### config.mk
export PLATFORM = sky130hd
export DESIGN_NAME = regfile_param
export DESIGN_NICKNAME = d
export VERILOG_FILES = /design/src/rtl/regfile_param.sv
export SDC_FILE = /design/constraint.sdc
export NUM_CORES = 2
export LEC_CHECK = 0
export ABC_CLOCK_PERIOD_IN_PS = 2600
export CAP_MARGIN = 20
export CORE_ASPECT_RATIO = 0.75
export CORE_UTILIZATION = 57
export CTS_CLUSTER_SIZE = 40
export DETAILED_ROUTE_END_ITERATION = 6
export PLACE_DENSITY = 0.84
export SYNTH_ARGS = -nofsm -noshare
export SYNTH_HDL_FRONTEND = slang
export SYNTH_SLANG_ARGS = --single-unit
### constraint.sdc
create_clock -name clk -period 2.6 [get_ports clk]
set_clock_uncertainty 0.2 [all_clocks]
set_input_delay 0.39 -clock clk [delete_from_list [all_inputs] [get_ports clk]]
set_output_delay 0.39 -clock clk [all_outputs]
set_load 0.03 [all_outputs]
### src/rtl/regfile_param.sv
// Decode-stage register file: N combinational read ports, one write port with
// same-cycle bypass, optional hard-wired zero register and a busy scoreboard.
module regfile_param #(
   parameter int DATA_W   = 64,
   parameter int ADDR_W   = 5,
   parameter int NUM_RD   = 2,
   parameter int ZERO_REG = 1
) (
   input  logic                       clk,
   input  logic                       reset_n,
   input  logic                       wr_en,
   input  logic [ADDR_W-1:0]          wr_addr,
   input  logic [DATA_W-1:0]          wr_data,
   input  logic                       claim_en,
   input  logic [ADDR_W-1:0]          claim_addr,
   input  logic [NUM_RD*ADDR_W-1:0]   rd_addr,
   output logic [NUM_RD*DATA_W-1:0]   rd_data,
   output logic [NUM_RD-1:0]          rd_busy,
   output logic [(2**ADDR_W)-1:0]     busy_vec
);

   localparam int NREG = 2**ADDR_W;
   localparam logic [ADDR_W-1:0] XZR = {ADDR_W{1'b1}};
   localparam logic HAS_ZERO = (ZERO_REG != 0);

   logic [DATA_W-1:0] r_regs [NREG];
   logic [NREG-1:0]   r_busy;

   logic w_wr_ok;
   logic w_claim_ok;
   logic w_wr_live;

   assign w_wr_ok    = wr_en && !(HAS_ZERO && (wr_addr == XZR));
   assign w_claim_ok = claim_en && !(HAS_ZERO && (claim_addr == XZR));
   // A write presented while reset is held is lost, so it must not bypass either.
   assign w_wr_live  = wr_en && reset_n;

   always_ff @(posedge clk or negedge reset_n) begin
      if (!reset_n) begin
         for (int i = 0; i < NREG; i++) begin
            r_regs[i] <= '0;
         end
         r_busy <= '0;
      end else begin
         if (w_wr_ok) begin
            r_regs[wr_addr] <= wr_data;
            r_busy[wr_addr] <= 1'b0;
         end
         // Placed after the write so a same-edge claim supersedes the clear.
         if (w_claim_ok) begin
            r_busy[claim_addr] <= 1'b1;
         end
      end
   end

   assign busy_vec = r_busy;

   for (genvar gi = 0; gi < NUM_RD; gi++) begin : g_rd
      logic [ADDR_W-1:0] w_ra;
      logic              w_is_zero;
      logic              w_hit;

      assign w_ra      = rd_addr[gi*ADDR_W +: ADDR_W];
      assign w_is_zero = HAS_ZERO && (w_ra == XZR);
      assign w_hit     = w_wr_live && (wr_addr == w_ra);

      assign rd_data[gi*DATA_W +: DATA_W] = w_is_zero ? '0 :
                                            w_hit     ? wr_data :
                                                        r_regs[w_ra];
      assign rd_busy[gi] = r_busy[w_ra] && !w_hit && !w_is_zero;
   end

endmodule

* Word-level counts from Yosys, hierarchy flattened *
Cells that the tools add are included.

cells by class
  $lt $le $gt $ge = 10
  equal/unequal tests = 6
  mux-type cells = 23
  bitwise gates (word level) = 6
  reduce and logical (&&, ||, !) cells = 18

operator list
  operator            number
  $bwmux 2048         1
  $bmux 64 s5         2
  $mux 64             9
  $demux 64 s5        1
  $mux 32             2
  $and 32x32->32      1
  $not 32->32         1
  $or 32x32->32       1
  $lt 5x6->1 const B  4
  $eq 5x5->1 const B  4
  $ge 6x6->1 const B  3
  $not 5->6           3
  $logic_and 1x1->1   12
  $bmux 1 s5          2
  $demux 1 s5         2
  $eq 5x5->1          2
  $ge 5x1->1 const B  2
  $logic_not 1->1     6
  $lt 6x1->1 const B  1
  $mux 1              4

storage, ports and cells
  bits in registers = 2080
  output and inout bits = 162
  logic and storage cells = 96

* Depth between registers and ports, before layout *
  depth in word-level cells = 9
  depth in mapped cells = 10
  mapped depth without buffers = 5

* Worst setup path before layout *
No wires, ideal clock.

  path kind = in2out
  from = input rd_addr[1]
  to = output rd_data[3]
  arrival = 2565 ps
  data required time = 2010 ps
  slack = -555 ps
  cell stages on the path = 7
  buffers on the path = 4
  cells stage by stage = buf_2 > buf_4 > buf_4 > clkbuf_1 > mux4_2 > o21ai_0 > o41ai_1

on the way
  word-level cells in the longest chain between the ends = 6

RTL lines
  element                                     RTL line  RTL
  from (decl)                                 16        input logic [NUM_RD*ADDR_W-1:0] rd_addr,
  $not 5->6 (not written as such)             69        r_regs[w_ra];
  $bmux 64 s5                                 69
  $mux 64 (not written as such) (2 in a row)  69
  $mux 64                                     68        w_hit ? wr_data :
  $mux 64 *                                   67        assign rd_data[gi*DATA_W +: DATA_W] = w_is_zero ? '0 :
  to (decl)                                   17        output logic [NUM_RD*DATA_W-1:0] rd_data,

Mark *: on every way between the ends. The rest lies on a longest branch, timed or not. The select of a mux whose other input is x is not followed.

* Worst setup path in the final report *
  from = register r_regs[1585] (netlist bit)
  to = output rd_data[113]

on the way
  word-level cells in the longest chain between the ends = 5

RTL lines
  element                                     RTL line  RTL
  from (decl)                                 26        logic [DATA_W-1:0] r_regs [NREG];
  from (signal, indexed assignment)           46        r_regs[wr_addr] <= wr_data;
  $bmux 64 s5                                 69
  $mux 64 (not written as such) (2 in a row)  69
  $mux 64                                     68
  $mux 64                                     67

Every way passes these cells. The select of a mux whose other input is x is not followed.

==> impl_results.md <==
- Status: finished with violations
- Violated checks: design-rule violations, negative setup slack
- Hpwl dp: 292 mm
- Clock Path Buffers: 3
- Maximum vdd ir drop: 0.000767 V
- Yosys reg bits: 2080
- Flop pwr share: 42.2%
- DRT iter0 DRCs: 14109
- Seq/Total Area, Yosys: 47.0%
- Starting density of the core: 57.6%
- Most used DFF post-synth: dfrtp_1
- Async set-reset flop share out of synthesis: 100%
- Startpoint Class: register
- Final setup TNS: -90160 ps
- Detailed-router iteration count before antenna repair: 7
- Slowest CP cell: mux4_2
- Rel. slew slack: 26.2%
- Remaining antenna violation count after routing: 0
- Setup violators final: 130
- TritonCTS clock tree: done
- Final worst-path cycle share: 140%
- Leakage power: 62.0 nW
- Hold slack: 50.2 ps
- Mean number of vias per cell: 7.72
- Largest net degree at the start of global routing: 179
- Layout cells sized above 1: 61.6%
- Core area: 192000 sq um
- Syn avg cell area: 14.9 sq um
- CP Capture Type: output pin
- Netlist Area Pre-Place: 111000 sq um
- Internal power: 72.1 mW
- Input/output buffers: 249
- Arrival time at the worst endpoint: 3060 ps
- Final Util: 72.9%
- Clock Power Share: 30.5%
- Register Area: 52100 sq um
- Slew Viols, Final: 0
- Reg2Reg Depth: 3
- Setup slack after layout: -1050 ps
- Largest family of logic cells by synthesized area: multiplexers
- Unique cell type count in the Yosys netlist: 63
- Reg-to-reg endpoint: r_regs[222]
- Die Span Y: 384 microns
- Number of global-route vias before repair: 88160
- Reg2reg setup slack: 1320 ps
- First-pass GRT wire length: 643 mm
- Routability Congestion: 1.00
- Post-synthesis net count: 7521
- Row cnt: 139
- Skew-Pair Late Insertion Delay: 820 ps
- Die X: 511 microns
- Slew @ Worst Pin: 1110 ps
- # nets final: 8565
- Fmax: 274 MHz
- CP peak stage delay: 520 ps
- Maxcap violations: 0
- Vias after detailed routing: 86429
- CTS Buf Count: 203
- Crit Path Max Fanout: 3
- Area taken by multi-input logic gates: 58000 sq um
- Fill count: 10454
- Gate Count Post-Synth: 7433
- Clock-pin slew on the worst setup and hold paths: 70 ps
- Worst Path Required: 2010 ps
- R2R Path Start: r_regs[222]
- Clk sinks: 2080
- Post-synth EDFFs: 0
- Finished Layout Cells: 11193
- Dpl cells: 10598
- Top Ports: 250
- Setup Crit Path Kind: reg -> out
- PwrDens: 747 nW/um^2
- Area grow syn2layout: 26.5%
- Count of final hold-check violations: 0
- CTS Root Buffer Type: clkbuf_16
- Routed WL: 462 mm
- Mux cell area share after synthesis: 42.9%
- Compound-cell area share of the yosys netlist: 4.71%
- Crit path max-delay family: compound AO/OA/AOI/OAI gates
- Post-Synth Simple-Gate Area: 1.82%
- Net Sw Power: 32.5 mW
- Total Die Area: 196000 sq um
- Initial antenna violation count: 45
- Post-Synth XOR/XNOR Area: 0.0791%
- RSZ-0062 raised after global routing: true
- Cell Chain, Critical Path: mux4_2 -> nor2b_4 -> nor3_4 -> o21ai_4 -> a32o_2 -> buf_12
- H-tree lvl count: 4
- DRC errors left: 19
- GRT Util Overall: 45.8%
- Ys Warns: 0
- Total Power: 105 mW
- Hold/Removal Path Class: in -> async
- DR WL/cell: 41.3 microns
- Adder-Cell Fraction of Synth Area: 0%
- Fin crit period: 3650 ps
- Switch share: 31.1%
- Total grt overflow: 0
- Crit path buf inv count: 1
- Comb pwr share: 27.3%
## worst max-delay path by stage
stage | from | endpoint | slack, ps | cells past startpoint
floorplan | wr_addr[2] | rd_data[100] | -220 | 6
global placement | rd_addr[5] | rd_data[123] | -1040 | 11
detailed placement | rd_addr[5] | rd_data[123] | -1040 | 11
CTS | r_regs[771] | rd_data[3] | -850 | 7
global route | r_regs[1585] | rd_data[113] | -1040 | 6
finish | r_regs[1585] | rd_data[113] | -1050 | 6
## layer usage
metal / wire length, microns / global-route usage, %
met1: 149000 / 54.5
met2: 192000 / 64.0
met3: 73900 / 21.5
met4: 46300 / 36.4
met5: 451 / 0.216
## cell families (layout without fill, tap and decap cells)
family / after synthesis / in the layout
AOI/OAI and AO/OA: 724 / 724
and+or+nand+nor: 396 / 396
xor gates and xnor gates: 10 / 10
muxes: 3332 / 3332
buffers and inverters: 891 / 2098
other: 0 / 15
DFF: 2080 / 2080
## power by group through the flow
| stage | Combinational (mW) | Clock [mW] | Sequential, mW |
|---|---|---|---|
| final | 28.5 | 31.9 | 44.2 |
| after global routing | 29.2 | 33.0 | 44.4 |
| after CTS | 26.6 | 31.5 | 43.2 |
| after detailed placement | 24.7 | 0 | 43.7 |
| after global placement | 24.0 | 0 | 42.9 |
| after floorplan | 15.4 | 0 | 42.1 |
## metrics by stage
| step | worst slack [ps] | cell area [sq um] |
|---|---|---|
| after detailed placement | -1040 | 128000 |
| after floorplan | -217 | 111000 |
| after CTS | -845 | 138000 |
| after global routing | -1040 | 140000 |
| final | -1050 | 140000 |
| after global placement | -1040 | 128000 |
## cell type report
cell class / count / area share [%]
repair buffers: 1712 / 14.0
inverters: 18 / 0.0750
clock inverters: 85 / 0.825
multi-input cells: 4462 / 41.4
flip-flops and latches: 2080 / 37.2
clock buffers: 283 / 4.21
well taps: 2538 / 2.27
diodes: 15 / 0.0268
## synth_stat cells (54+ instances only)
cell      number  area (sq um)
a22oi_1      136          1020
nor3_1        78           390
o21ai_0      101           505
a21oi_1       67           335
buf_2        280          1400
mux4_2       929         20900
mux2i_1      414          4140
clkbuf_1     509          1910
mux2_1       124          1400
dfrtp_1     2080         52000
o22ai_1      128           801
nor2b_1       78           488
nand2_1      120           450
o221ai_1      67           587
a22o_1        55           482
mux2_2      1865         21000
a32o_2        54           608
## sequential cells by signal, indices dropped and copies added (netlist names)
name	flops
r_regs	2048
busy_vec	32
## worst register-to-register path, stage by stage (launching register included)
cell	delay (ps)
dfrtp_1	400
buf_4	150
buf_4	140
mux2_1	270
## layout by cell type, fill, tap and decap left out, types with 18 or more instances in the layout
cell / synthesis / final
a21oi_1: 67 / 47
a22o_1: 55 / 19
a22o_2: 0 / 20
a22oi_1: 136 / 56
a22oi_2: 0 / 80
a32o_2: 54 / 58
buf_12: 0 / 454
buf_16: 0 / 18
buf_4: 33 / 1020
buf_6: 13 / 97
bufinv_16: 0 / 23
clkbuf_1: 509 / 30
clkbuf_16: 0 / 209
clkbuf_8: 0 / 49
clkdlybuf4s50_1: 0 / 75
clkinv_2: 0 / 41
dfrtp_1: 2080 / 2076
dlygate4sd2_1: 0 / 26
mux2_1: 124 / 124
mux2_2: 1865 / 1863
mux2i_1: 414 / 382
mux2i_2: 0 / 21
mux4_2: 929 / 929
nand2_1: 120 / 68
nand2_2: 0 / 32
nand2_4: 0 / 20
nor2_1: 37 / 19
nor2_4: 0 / 20
nor2b_1: 78 / 34
nor2b_4: 0 / 41
nor3_1: 78 / 18
nor3_2: 0 / 49
o21ai_0: 101 / 37
o21ai_1: 30 / 35
o21ai_2: 0 / 37
o21ai_4: 0 / 22
o221ai_1: 67 / 64
o22ai_1: 128 / 94
o22ai_2: 0 / 19
## timing repair
item,CTS,global route
endpoints found under the hold margin,266,0
buffers inserted,154,82
pin swaps,215,158
hold buffers,1,0
resized for setup,518,240
gates cloned,7,5
endpoints found under the setup margin,155,132
Note: power is estimated with default switching activity, not from simulation.
